===== config.mk =====
export PLATFORM = sky130hd
export DESIGN_NAME = uart_tx
export DESIGN_NICKNAME = d
export VERILOG_FILES = /design/src/rtl/uart_tx.sv
export SDC_FILE = /design/constraint.sdc
export NUM_CORES = 1
export LEC_CHECK = 0
export BUFFER_PORTS_ARGS = -buffer_cell sky130_fd_sc_hd__buf_2
export CORE_ASPECT_RATIO = 1.1
export CORE_MARGIN = 1
export CORE_UTILIZATION = 60
export CTS_BUF_LIST = sky130_fd_sc_hd__clkbuf_4
export DETAILED_ROUTE_END_ITERATION = 7
export GPL_TIMING_DRIVEN = 0
export PLACE_DENSITY_LB_ADDON = 0.2
export REMOVE_ABC_BUFFERS = 1
export SKIP_LAST_GASP = 1
export SYNTH_ARGS = -nofsm -noshare
export SYNTH_HDL_FRONTEND = slang
export SYNTH_SLANG_ARGS = --single-unit

===== constraint.sdc =====
create_clock -name clk -period 3.6 [get_ports clk]
set_clock_uncertainty 0.1 [all_clocks]
set_input_delay 0 -clock clk [delete_from_list [all_inputs] [get_ports clk]]
set_output_delay 0 -clock clk [all_outputs]
set_load 0.05 [all_outputs]

===== src/rtl/uart_tx.sv =====
// UART serial transmitter: start bit, dbits data bits LSB-first, optional parity bit,
// then a stop period. Bit timing is counted in the oversample ticks shared with the receiver.
module uart_tx #(
    parameter int dbits      = 8,
    parameter int sample     = 16,
    parameter int stop_ticks = 16,
    parameter bit parity_en  = 1'b0,
    parameter bit parity_odd = 1'b0
) (
    input  logic             clk,
    input  logic             rst,
    input  logic             tick,
    input  logic             tx_start,
    input  logic [dbits-1:0] din,
    output logic             busy,
    output logic             tx_done,
    output logic             tx
);

    localparam int tick_max = (sample > stop_ticks) ? sample : stop_ticks;
    localparam int tw       = (tick_max > 1) ? $clog2(tick_max) : 1;
    localparam int bw       = $clog2(dbits + 1);

    localparam logic [tw-1:0] bit_end  = tw'(sample - 1);
    localparam logic [tw-1:0] stop_end = tw'(stop_ticks - 1);
    localparam logic [bw-1:0] last_bit = bw'(dbits - 1);

    typedef enum logic [2:0] {
        st_idle,
        st_start,
        st_data,
        st_parity,
        st_stop
    } state_t;

    state_t           state;
    logic [tw-1:0]    tick_cnt;
    logic [bw-1:0]    bit_cnt;
    logic [dbits-1:0] shreg;
    logic [dbits-1:0] shreg_next;
    logic             par;
    logic             bit_done;
    logic             stop_done;

    assign shreg_next = shreg >> 1;
    assign bit_done   = tick && (tick_cnt == bit_end);
    assign stop_done  = tick && (tick_cnt == stop_end);

    // NOTE: every register here uses <= so all updates see pre-edge values; blocking
    // assignments would let the shift, parity and tx updates race each other.
    always_ff @(posedge clk) begin
        if (rst) begin
            state    <= st_idle;
            tick_cnt <= '0;
            bit_cnt  <= '0;
            shreg    <= '0;
            par      <= 1'b0;
            busy     <= 1'b0;
            tx_done  <= 1'b0;
            tx       <= 1'b1;
        end else begin
            tx_done <= 1'b0;
            case (state)
                st_idle: begin
                    tx <= 1'b1;
                    // A tick coinciding with acceptance is deliberately not counted.
                    if (tx_start) begin
                        shreg    <= din;
                        tick_cnt <= '0;
                        bit_cnt  <= '0;
                        par      <= 1'b0;
                        busy     <= 1'b1;
                        tx       <= 1'b0;
                        state    <= st_start;
                    end
                end

                st_start: begin
                    if (bit_done) begin
                        tick_cnt <= '0;
                        tx       <= shreg[0];
                        state    <= st_data;
                    end else if (tick) begin
                        tick_cnt <= tick_cnt + 1'b1;
                    end
                end

                st_data: begin
                    if (bit_done) begin
                        tick_cnt <= '0;
                        shreg    <= shreg_next;
                        bit_cnt  <= bit_cnt + 1'b1;
                        par      <= par ^ shreg[0];
                        if (bit_cnt == last_bit) begin
                            if (parity_en) begin
                                tx    <= par ^ shreg[0] ^ parity_odd;
                                state <= st_parity;
                            end else begin
                                tx    <= 1'b1;
                                state <= st_stop;
                            end
                        end else begin
                            tx <= shreg_next[0];
                        end
                    end else if (tick) begin
                        tick_cnt <= tick_cnt + 1'b1;
                    end
                end

                st_parity: begin
                    if (bit_done) begin
                        tick_cnt <= '0;
                        tx       <= 1'b1;
                        state    <= st_stop;
                    end else if (tick) begin
                        tick_cnt <= tick_cnt + 1'b1;
                    end
                end

                st_stop: begin
                    tx <= 1'b1;
                    // busy drops with tx_done so a request in that cycle starts the next frame.
                    if (stop_done) begin
                        tick_cnt <= '0;
                        busy     <= 1'b0;
                        tx_done  <= 1'b1;
                        state    <= st_idle;
                    end else if (tick) begin
                        tick_cnt <= tick_cnt + 1'b1;
                    end
                end

                default: begin
                    tick_cnt <= '0;
                    busy     <= 1'b0;
                    tx       <= 1'b1;
                    state    <= st_idle;
                end
            endcase
        end
    end

endmodule


==> flow_metrics.env <==
export IMPL_status="complete, no violations"
export IMPL_rsz0062_at_grt="false"
export IMPL_ys_flop_type="dfxtp_1"
export IMPL_yosys_top_cells_area="dfxtp_1, mux2i_1, a21oi_1, a311oi_1, nor2_1"
export IMPL_first_pass_iters=4
export IMPL_fin_util_pct=73.7
export IMPL_met2_length_um=1180
export IMPL_initial_utilization_pct=63.9
export IMPL_highest_layer="met4"
export IMPL_die_h_um=47.4
export IMPL_crit_path_start_kind="flip-flop"
export IMPL_synthArstFlopShare_pct=0
export IMPL_cts_resized=0
export IMPL_core_mm2=0.00176
export IMPL_r2r_slack_ps=1350
export IMPL_tns_ps=0
export IMPL_met3_length_um=46
export IMPL_drt_iter0_drc=15
export IMPL_yosys_cell_types_count=38
export IMPL_cts_sink_count=22
export IMPL_synth_seq_cells=22
export IMPL_worstPathRequired_ps=3700
export IMPL_ys_warn_count=0
export IMPL_grt_max_degree=23
export IMPL_gp_congestion=0.894
export IMPL_worstRegToRegCells=6
export IMPL_end_kind="flip-flop"
export IMPL_wl_um=2380
export IMPL_wl_per_cell_um=14.6
export IMPL_dpl_hpwl_um=1490
export IMPL_crit_type="reg -> reg"
export IMPL_synth_top_cell_area_share_pct=39.1
export IMPL_drive_above_1_share_pct=14.5
export IMPL_avgSynthCellArea_um2=8.87
export IMPL_grt_usage_pct=25.4
export IMPL_finalHoldViolCount=0
export IMPL_p_per_area_mw_per_mm2=344
export IMPL_rows=16
export IMPL_arrival_ps=2360
export IMPL_yosysTopAreaCell="dfxtp_1"
export IMPL_synth_edff_count=0
export IMPL_io_buffer_count=14
export IMPL_period_share_pct=62.6
export IMPL_postSynthCellCount=127
export IMPL_slew_viol_final=0
export IMPL_grt_pass1_wl_um=3780
export IMPL_io_pins=15
export IMPL_diodes=0
export IMPL_routedLengthMet1_um=1110
export IMPL_max_freq_ghz=0.444
export IMPL_whs_path_depth=4
export IMPL_leakagePower_nw=0.472
export IMPL_clk_latency_ps=300
export IMPL_h_tree_depth=1
export IMPL_cts_made_buffers=3
export IMPL_nets=161
export IMPL_synth_most_common_cell="dfxtp_1"
export IMPL_worstPathMaxFanout=12
export IMPL_drc=0
export IMPL_setup_viol=0
export IMPL_cts_root_buffer="clkbuf_4"
export IMPL_ir_worst_vdd_mv=0.284
export IMPL_fp_dieW_um=43.3
export IMPL_cts_tree="built"
export IMPL_synth_common_cells="dfxtp_1, a21oi_1, nor2_1"
export IMPL_ys_seq_area_share_pct=39.1
export IMPL_area_growth_pct=15.2
export IMPL_detail_route_antenna_nets=0
export IMPL_routed_via_count=997
export IMPL_cts_clk_slew_worst_paths_ps=120
export IMPL_layout_min_cycle_time_ps=2250
export IMPL_slew_headroom_pct=37.5
export IMPL_syn_cell_area_mm2=0.00113
export IMPL_grt_pass1_vias=836
export IMPL_overflow=0
export IMPL_worst_slew_pin_slew_ps=934
export IMPL_holdCritPathClass="in -> reg"
export IMPL_antenna_found_initial=0
export IMPL_clockBufferDepth=2
export IMPL_die_area_mm2=0.00205
export IMPL_via_per_inst=6.12
export IMPL_maxCapViolations=0
==> per-stage QoR <==
step | power, mW | hold slack [ps] | cell area, um^2 | setup slack [ps] | cells
finish | 0.446 | 373 | 1300 | 1350 | 163
global route | 0.463 | 399 | 1300 | 1170 | 163
CTS | 0.446 | 366 | 1300 | 1360 | 163
detailed placement | 0.328 | 151 | 1150 | 1410 | 148
global placement | 0.325 | 145 | 1150 | 1540 | 148
floorplan | 0.308 | -30.9 | 1060 | 1770 | 116
==> cell families after synthesis <==
logic type | after synthesis | share of synthesized area (%)
buffers and inverters | 15 | 7.00
muxes | 9 | 8.33
xor gates and xnor gates | 3 | 2.33
AOI/OAI and AO/OA | 38 | 22.7
DFF | 22 | 39.1
and+or+nand+nor | 38 | 18.3
adders and majority gates | 2 | 2.22
==> sequential cells by signal, indices dropped and copies added (netlist names) <==
name / count
bit_cnt: 4
busy: 1
shreg: 8
state: 3
tick_cnt: 4
tx: 1
tx_done: 1
==> worst paths after layout <==
| kind | start | to |
|---|---|---|
| max | tick_cnt[0] | tick_cnt[0] |
| min | din[7] | shreg[7] |
| max reg2reg | tick_cnt[0] | tick_cnt[0] |
| min reg2reg | shreg[7] | shreg[7] |
==> repair_timing <==
item	in CTS	in global routing
endpoints found under the hold margin	16	0
endpoints found under the setup margin	0	0
setup buffers	0	0
hold buffers	12	0
==> metal layers <==
| layer | GRT usage, % | up-vias |
|---|---|---|
| met5 | 0 | - |
| met4 | 10.3 | 0 |
| met3 | 3.77 | 6 |
| met2 | 44.2 | 14 |
| met1 | 32.2 | 465 |
| li1 | - | 512 |
==> power by group <==
group	switching, mW	internal, mW	total [mW]
sequential	0.00979	0.255	0.265
clock	0.0720	0.0391	0.111
combinational	0.0387	0.0313	0.0699
total	0.120	0.325	0.446
==> cell usage in the layout, fill, tap and decap left out, types with 2 or more instances in the layout <==
master         netlist  layout
dlygate4sd3_1        0      12
nand4_1              2       2
o31ai_1              2       2
a31oi_1              2       2
nor2_1              11      11
a32oi_1              2       2
o21ai_0              3       3
nand3_1              5       5
mux2i_1              8       8
buf_2                6      14
nor3_1               5       5
xor2_1               3       3
ha_1                 2       2
a21oi_1             14      14
clkbuf_4             0       3
a311oi_1             8       8
o21a_1               2       2
dfxtp_1             22      22
inv_1                4       4
nand2_1              4       4
==> worst max-delay path, stage by stage (launching register included) <==
cell and delay (ps):
dfxtp_1 420, ha_1 250, and4_1 490, nor2_1 70, a32oi_1 220, nor2_1 50
dlygate4sd3_1 560
==> final cells by class <==
cell class                      count  area (um^2)
Fill cell                         131          464
Clock buffer                        3         22.5
Sequential cell                    22          440
Inverter                            4         15.0
Timing Repair Buffer               26          190
Tap cell                           18         22.5
Multi-Input combinational cell     90          607
No activity file was read; power rests on OpenSTA's default activity.
